### src/rtl/sync_fifo_param.sv
// sync_fifo_param: single-clock parametrised FIFO with occupancy count, almost-full/empty
// thresholds, sticky overflow/underflow errors and a selectable first-word-fall-through mode.
// Optional feature macro: FIFO_PEAK_EN adds a 'peak' output tracking the maximum occupancy
// since reset or clr_err.
module sync_fifo_param #(
  parameter int unsigned DATA_W    = 8,
  parameter int unsigned ADDR_W    = 3,
  parameter int unsigned AF_THRESH = 6,
  parameter int unsigned AE_THRESH = 1,
  parameter bit          FWFT      = 1'b0
) (
  input  logic              clk,
  input  logic              rst,
  input  logic              wr_en,
  input  logic [DATA_W-1:0] wr_data,
  input  logic              rd_en,
  output logic [DATA_W-1:0] rd_data,
  output logic              full,
  output logic              empty,
  output logic              almost_full,
  output logic              almost_empty,
  output logic [ADDR_W:0]   count,
  output logic              overflow,
  output logic              underflow,
  input  logic              clr_err
`ifdef FIFO_PEAK_EN
  ,
  output logic [ADDR_W:0]   peak
`endif
);

  localparam int unsigned DEPTH = 1 << ADDR_W;
  localparam int unsigned CW    = ADDR_W + 1;

  logic [DATA_W-1:0] mem_q [DEPTH];
  logic [CW-1:0]     wr_ptr_q, wr_ptr_d;
  logic [CW-1:0]     rd_ptr_q, rd_ptr_d;
  logic [CW-1:0]     count_q, count_d;
  logic              full_q, full_d;
  logic              empty_q, empty_d;
  logic              af_q, af_d;
  logic              ae_q, ae_d;
  logic              ovf_q, ovf_d;
  logic              unf_q, unf_d;
  logic              wr_fire;
  logic              rd_fire;

  assign wr_fire = wr_en & ~full_q;
  assign rd_fire = rd_en & ~empty_q;

  // Next-state for pointers, occupancy, flags and sticky errors
  always_comb begin
    wr_ptr_d = wr_ptr_q;
    rd_ptr_d = rd_ptr_q;
    count_d  = count_q;
    ovf_d    = ovf_q;
    unf_d    = unf_q;
    if (wr_fire) wr_ptr_d = wr_ptr_q + CW'(1);
    if (rd_fire) rd_ptr_d = rd_ptr_q + CW'(1);
    case ({wr_fire, rd_fire})
      2'b10:   count_d = count_q + CW'(1);
      2'b01:   count_d = count_q - CW'(1);
      default: count_d = count_q;
    endcase
    // A new error event in the same cycle as clr_err must survive the clear
    if (clr_err) begin
      ovf_d = 1'b0;
      unf_d = 1'b0;
    end
    if (wr_en && full_q)  ovf_d = 1'b1;
    if (rd_en && empty_q) unf_d = 1'b1;
    full_d  = (count_d == CW'(DEPTH));
    empty_d = (count_d == CW'(0));
    af_d    = (count_d >= CW'(AF_THRESH));
    ae_d    = (count_d <= CW'(AE_THRESH));
  end

  // Control state registers with synchronous reset
  always_ff @(posedge clk) begin
    if (rst) begin
      wr_ptr_q <= '0;
      rd_ptr_q <= '0;
      count_q  <= '0;
      full_q   <= 1'b0;
      empty_q  <= 1'b1;
      af_q     <= 1'b0;
      ae_q     <= 1'b1;
      ovf_q    <= 1'b0;
      unf_q    <= 1'b0;
    end else begin
      wr_ptr_q <= wr_ptr_d;
      rd_ptr_q <= rd_ptr_d;
      count_q  <= count_d;
      full_q   <= full_d;
      empty_q  <= empty_d;
      af_q     <= af_d;
      ae_q     <= ae_d;
      ovf_q    <= ovf_d;
      unf_q    <= unf_d;
    end
  end

  // Storage array; contents survive reset, reset only blocks new writes
  always_ff @(posedge clk) begin
    if (wr_fire && !rst) mem_q[wr_ptr_q[ADDR_W-1:0]] <= wr_data;
  end

  generate
    if (FWFT) begin : g_fwft
      // Head word is presented directly from the array
      assign rd_data = mem_q[rd_ptr_q[ADDR_W-1:0]];
    end else begin : g_reg
      logic [DATA_W-1:0] rd_data_q, rd_data_d;

      // Capture the head word on each accepted pop, hold otherwise
      always_comb begin
        rd_data_d = rd_data_q;
        if (rd_fire) rd_data_d = mem_q[rd_ptr_q[ADDR_W-1:0]];
      end

      // Registered read data
      always_ff @(posedge clk) begin
        if (rst) rd_data_q <= '0;
        else     rd_data_q <= rd_data_d;
      end

      assign rd_data = rd_data_q;
    end
  endgenerate

`ifdef FIFO_PEAK_EN
  logic [CW-1:0] peak_q, peak_d;

  // High-water mark, restarted from the current occupancy on clr_err
  always_comb begin
    peak_d = peak_q;
    if (clr_err)               peak_d = count_d;
    else if (count_d > peak_q) peak_d = count_d;
  end

  // Peak register
  always_ff @(posedge clk) begin
    if (rst) peak_q <= '0;
    else     peak_q <= peak_d;
  end

  assign peak = peak_q;
`endif

  assign full         = full_q;
  assign empty        = empty_q;
  assign almost_full  = af_q;
  assign almost_empty = ae_q;
  assign count        = count_q;
  assign overflow     = ovf_q;
  assign underflow    = unf_q;

endmodule

### config.mk
export PLATFORM = sky130hd
export DESIGN_NAME = sync_fifo_param
export DESIGN_NICKNAME = d
export VERILOG_FILES = /design/src/rtl/sync_fifo_param.sv
export SDC_FILE = /design/constraint.sdc
export NUM_CORES = 1
export LEC_CHECK = 0
export ABC_AREA = 1
export CORE_MARGIN = 2
export CORE_UTILIZATION = 47
export DETAILED_ROUTE_END_ITERATION = 8
export HOLD_SLACK_MARGIN = 0.06
export PLACE_DENSITY = 0.71
export SYNTH_ARGS = -nofsm -noshare
export SYNTH_HDL_FRONTEND = slang
export SYNTH_SLANG_ARGS = --single-unit
export TNS_END_PERCENT = 100
### constraint.sdc
create_clock -name clk -period 2.7 [get_ports clk]
set_clock_uncertainty 0.15 [all_clocks]
set_input_delay 0.405 -clock clk [delete_from_list [all_inputs] [get_ports clk]]
set_output_delay 0.405 -clock clk [all_outputs]
set_load 0.05 [all_outputs]
==> metrics.cfg, run 1 <==
[power]
p_per_area_mw_per_mm2 = 899
leakage_nw = 1.53
ir_drop_uv = 394
power.total_mw = 3.79

[synth]
synth_nets = 340
syn_area_mm2 = 0.00359
ys.flop_type = edfxtp_1
synth_cell_types = 26
seq_area_frac_synth_pct = 67.0
syn_avg_cell_area_um2 = 11.1
syn_inst = 323
synth_enable_flop_cells = 64
ys_seq_elements = 88
async_flop_share_pct = 0
ys_warn_count = 0

[layout]
post_route_cells_drive_above_1_share_pct = 12.0
layout_commonest_cell = nor2_1
final-seq-area_mm2 = 0.00240
stdcell_area_mm2 = 0.00422
layoutNonFillerInstCount = 467
multi_input_area_mm2 = 0.00103
area_delta_synth_final_pct = 17.7
most-common-layout-cells = 66 x nor2_1, 64 x edfxtp_1, 37 x o21ai_0, 30 x clkdlybuf4s50_1, 27 x nand2_1
fillers = 592
fin_nets = 380
finish.utilization_pct = 57.6
antennaDiodeCount = 0

[hold_path]
whs_path_depth = 2
holdCritPathClass = flip-flop to flip-flop

[timing]
slew_headroom_pct = 58.4
setup-violations-final = 0
timing.final.ws_setup_ns = 0.461
period_needed_ns = 2.24
timing.hold.ws_ns = 0.324
timing.fmax_mhz = 447
timing.setup.tns_ns = 0
fin_crit_sh_pct = 82.9
slew_violations = 0
finalHoldViolations = 0
rsz0062_at_grt = no
tightest_slew_ns = 0.624

[cts]
cts_tree = done
cts.sinks = 88
cts_hold_buffers = 0
cts.clk_slew.worst_paths_ns = 0.08
cts_made_buffers = 9
cts_max_path_buffers = 2
post_cts_resized = 0
cts_root_buf = clkbuf_8
htree_levels = 3
post_cts_buffers = 0
clk_latency_ns = 0.35

[grt]
grt_max_degree = 35
grt_pass1_vias = 2378
grt_pass1_wl_mm = 12.0
antenna_found_initial = 0
grt_use_total_pct = 18.7
grt-ovfl-total = 0

[die]
die_area_mm2 = 0.00835
row_count = 31
die_w_um = 91.4
initial_utilization_pct = 48.9
die_y_um = 91.4
ioPinCount = 31
core-area_mm2 = 0.00733

[run_status]
status = finished clean

[worst_setup_path]
worstPathMaxFanout = 8
reg2regPathDepth = 12
ff2ff_setup_slack_ns = 0.65
cp.required_ns = 2.84
critPathLaunchType = input pin
end_kind = flip-flop
arrival_ns = 2.38
crit_type = input pin to flip-flop

[detailed_routing]
ant_nets = 0
avgRoutedWirePerCell_um = 15.4
drc = 0
drtIter0Drc = 159
vias = 2462
avgViaCountPerCell = 5.27
routed_wirelength_mm = 7.21
dr.pass1.iters = 4

[place]
placed_area_mm2 = 0.00404
placedCellCount = 451
hpwl_mm = 4.52
portBuffers = 30
pre_cts_ws_ns = 0.117
place_congestion = 0.827

[job]
cap_violations = 0

## final cells by class
cell class	instances	area share (%)
sequential	88	56.9
multi-input combinational	199	24.5
timing repair buffer	43	9.43
clock buffer	11	3.35
tap	99	2.93
inverter	22	1.96
clock inverter	5	0.978
## cells in the mapped netlist (all sizes together), types with 2 or more instances
cell,number,area (um^2)
nor2,67,268
dfxtp,24,480
ha,4,50.1
buf,9,50.0
nand3,10,75.1
edfxtp,64,1920
o32ai,8,70.1
o21ai,45,225
a21oi,18,93.8
nor3,2,10.0
clkbuf,5,20.0
nand2,34,155
o211ai,8,60.1
inv,22,82.6
## worst max-delay path, cell delays in order
cell and delay (ns):
clkdlybuf4s50_1 0.50, inv_2 0.07, nor2_8 0.15, nand3_2 0.10, nand2_1 0.11, inv_1 0.05, ha_1 0.26, o21ai_0 0.27
nand2_1 0.09, nand3b_1 0.18, nand2_1 0.07, inv_1 0.04, a21oi_1 0.10
## logic make-up (layout without fill, tap and decap cells)
| family | Yosys count | in the layout | synth area share (%) |
|---|---|---|---|
| AO/OA/AOI/OAI | 79 | 79 | 12.5 |
| XOR/XNOR | 2 | 2 | 0.488 |
| adder cells (fa/ha/maj) | 4 | 4 | 1.40 |
| buffers and inverters | 36 | 81 | 4.25 |
| flip-flops | 88 | 88 | 67.0 |
| AND/OR/NAND/NOR | 114 | 114 | 14.4 |
## metal layers
layer,GRT usage [%],wire [um],share of wire (%),vias to the layer above
met2,30.6,3530,49,70
met1,24.8,3160,44,1171
met3,4.48,394,5.5,13
met4,6.06,123,1.7,0
met5,0,0,0,-
li1,-,-,-,1208
## report_power, final
part           total, mW  internal (mW)  switching (mW)
Sequential          1.68           1.58          0.0933
Clock              0.823          0.366           0.458
Combinational       1.29          0.432           0.863
Total               3.79           2.38            1.41
## worst paths after layout
| check | startpoint | endpoint |
|---|---|---|
| worst max-delay path | rd_en | empty$_SDFF_PP1_ |
| worst min-delay path | overflow$_SDFFE_PP0P_ | overflow$_SDFFE_PP0P_ |
| worst max register to register | full$_SDFF_PP0_ | empty$_SDFF_PP1_ |
| worst min register to register | overflow$_SDFFE_PP0P_ | overflow$_SDFFE_PP0P_ |
## registers in the layout, summed over array words and instances (netlist names)
signal	count
mem_q	64
rd_data	8
count	4
rd_ptr_q	3
wr_ptr_q	3
almost_empty	1
almost_full	1
empty	1
full	1
overflow	1
underflow	1
(Power assumes the default switching activity.)
==> inputs of run 2 (changes only) <==
--- a/config.mk
+++ b/config.mk
@@ -10,7 +10,7 @@
 export CORE_UTILIZATION = 47
 export DETAILED_ROUTE_END_ITERATION = 8
 export HOLD_SLACK_MARGIN = 0.06
-export PLACE_DENSITY = 0.71
+export PLACE_DENSITY = 0.74
 export SYNTH_ARGS = -nofsm -noshare
 export SYNTH_HDL_FRONTEND = slang
 export SYNTH_SLANG_ARGS = --single-unit
==> constraint.sdc (replaced) <==
create_clock -name clk -period 1.8 [get_ports clk]
set_clock_uncertainty 0.15 [all_clocks]
set_input_delay 0.27 -clock clk [delete_from_list [all_inputs] [get_ports clk]]
set_output_delay 0.27 -clock clk [all_outputs]
set_load 0.05 [all_outputs]
==> metrics.cfg, run 2 (synthesis gave the netlist of run 1 again) <==
[run_status]
status = finished clean  ; unchanged

[worst_setup_path]
worstPathMaxFanout = 5  ; was 8
path_delay_family = simple AND/OR/NAND/NOR gates  ; unchanged
arrival_ns = 1.91  ; was 2.38 ns
cpPeakStageDelay_ns = 0.36  ; was 0.50 ns
worst_path_max_delay_cell = dfxtp_4  ; was clkdlybuf4s50_1
critPathLaunchType = flip-flop  ; was input pin
crit_type = flip-flop to flip-flop  ; was input pin to flip-flop
crit_buf_inv = 3  ; was 4
cp.required_ns = 1.93  ; was 2.84 ns
end_kind = flip-flop  ; unchanged
cp_cell_sequence = inv_4 -> nand2_4 -> buf_4 -> ha_4 -> nand2_1 -> o21ai_4 -> nand2_1 -> nand3b_1 -> nand2_1 -> inv_1 -> a21oi_1  ; was clkdlybuf4s50_1 -> inv_2 -> nor2_8 -> nand3_2 -> nand2_1 -> inv_1 -> ha_1 -> o21ai_0 -> nand2_1 -> nand3b_1 -> nand2_1 -> inv_1 -> a21oi_1
cp_common_cell = nand2_1  ; unchanged

[hold_path]
holdCritPathClass = input pin to flip-flop  ; was flip-flop to flip-flop

[job]
cap_violations = 0  ; unchanged

[timing]
period_needed_ns = 1.79
timing.hold.ws_ns = 0.192  ; was 0.324 ns
slew_headroom_pct = 64.7  ; was 58.4%
finalHoldViolations = 0  ; unchanged
setup-violations-final = 0  ; unchanged
fin_crit_sh_pct = 99.3
timing.final.ws_setup_ns = 0.0133  ; was 0.461 ns
timing.fmax_mhz = 560
slew_violations = 0  ; unchanged
tightest_slew_ns = 0.529  ; was 0.624 ns
rsz0062_at_grt = yes  ; was no
timing.setup.tns_ns = 0  ; unchanged

[power]
p_int_mw = 3.92  ; was 2.38 mW
p_clk_share_pct = 21.0  ; was 21.7%
switching_share_pct = 36.5  ; was 37.3%
p_sw_mw = 2.25  ; was 1.41 mW
p_seq_share_pct = 41.4  ; was 44.2%
leakage_nw = 1.69  ; was 1.53 nW
p_per_area_mw_per_mm2 = 1370  ; was 899 mW/mm^2
p_comb_share_pct = 37.6  ; was 34.1%
ir_drop_uv = 510  ; was 394 uV
power.total_mw = 6.17  ; was 3.79 mW

[die]
die_area_mm2 = 0.00835  ; unchanged
ioPinCount = 31  ; unchanged
row_count = 31  ; unchanged
initial_utilization_pct = 48.9  ; unchanged
die_y_um = 91.4  ; unchanged
die_w_um = 91.4  ; unchanged
core-area_mm2 = 0.00733  ; unchanged

[layout]
fin_nets = 401  ; was 380
most-common-layout-cells = 64 x edfxtp_1, 58 x nor2_1, 45 x buf_4, 36 x o21ai_0, 24 x nand2_1  ; was 66 x nor2_1, 64 x edfxtp_1, 37 x o21ai_0, 30 x clkdlybuf4s50_1, 27 x nand2_1
largest_reg_flops = 64  ; unchanged
antennaDiodeCount = 0  ; unchanged
post_route_cells_drive_above_1_share_pct = 27.5  ; was 12.0%
stdcell_area_mm2 = 0.00449  ; was 0.00422 mm^2
layoutNonFillerInstCount = 488  ; was 467
finish.utilization_pct = 61.3  ; was 57.6%
layout_commonest_cell = edfxtp_1  ; was nor2_1
area_delta_synth_final_pct = 25.2  ; was 17.7%

[grt]
grt_max_degree = 35  ; unchanged
grt_use_total_pct = 18.0  ; was 18.7%
grt-ovfl-total = 0  ; unchanged
grt_pass1_vias = 2445  ; was 2378
antenna_found_initial = 0  ; unchanged
grt_pass1_wl_mm = 11.5  ; was 12.0 mm

[detailed_routing]
routed_wirelength_mm = 7.26  ; was 7.21 mm
drc = 0  ; unchanged
avgViaCountPerCell = 5.16  ; was 5.27
drtIter0Drc = 195  ; was 159
dr.pass1.iters = 4  ; unchanged
vias = 2517  ; was 2462
ant_nets = 0  ; unchanged
avgRoutedWirePerCell_um = 14.9  ; was 15.4 um

[place]
hpwl_mm = 4.84  ; was 4.52 mm
place_congestion = 0.856  ; was 0.827
pre_cts_ws_ns = -0.478  ; was 0.117 ns
portBuffers = 30  ; unchanged
placed_area_mm2 = 0.00413  ; was 0.00404 mm^2
placedCellCount = 465  ; was 451

[cts]
cts_hold_buffers = 0  ; unchanged
cts_root_buf = clkbuf_8  ; unchanged
cts_max_path_buffers = 2  ; unchanged
htree_levels = 3  ; unchanged
cts.sinks = 88  ; unchanged
cts_tree = done  ; unchanged
clk_latency_ns = 0.35  ; about the same
cts_made_buffers = 9  ; unchanged
cts.clk_slew.worst_paths_ns = 0.09  ; was 0.08 ns

[run 2: path summary, 6_finish.rpt]
kind,startpoint,end,slack [ns],cells past startpoint
setup / recovery,full$_SDFF_PP0_,empty$_SDFF_PP1_,0.01,11
setup reg to reg,full$_SDFF_PP0_,empty$_SDFF_PP1_,0.01,11
hold / removal,rd_en,underflow$_SDFFE_PP0P_,0.19,3
hold reg to reg,underflow$_SDFFE_PP0P_,underflow$_SDFFE_PP0P_,0.32,2
[run 2: layout make-up]
class	count	area, um^2
Fill cell	571	2840
Multi-Input combinational cell	199	1140
Sequential cell	88	2410
Inverter	22	85.1
Timing Repair Buffer	64	543
Clock inverter	5	56.3
Clock buffer	11	131
Tap cell	99	124
[run 2: power groups by stage]
stage / clock network (mW) / logic, mW / registers (mW)
5_1_grt: 1.41 / 2.53 / 2.58
4_1_cts: 1.32 / 2.20 / 2.54
2_1_floorplan: 0 / 0.975 / 3.02
3_3_place_gp: 0 / 2.04 / 2.57
6_report: 1.29 / 2.32 / 2.55
3_5_place_dp: 0 / 2.09 / 2.58
[run 2: what timing repair did]
action                                  in CTS  in global routing
gates cloned                                 0                  0
pin swaps                                    7                  8
endpoints found under the setup margin       4                 60
setup buffers                                6                  1
gates resized for setup                      8                 25
[run 2: tightest hold or removal path, delay by kind of cell]
family / cells / cell delay [ns]
buffers and inverters: 1 / 0.25
AND/OR/NAND/NOR: 1 / 0.07
AO/OA/AOI/OAI: 1 / 0.06
[run 2: per-layer routing]
layer	global-route usage [%]	up-vias	routed length (um)
li1	-	1247	-
met1	21.6	1186	3120
met2	30.1	71	3600
met3	6.39	13	406
met4	6.06	0	129
met5	0	-	0
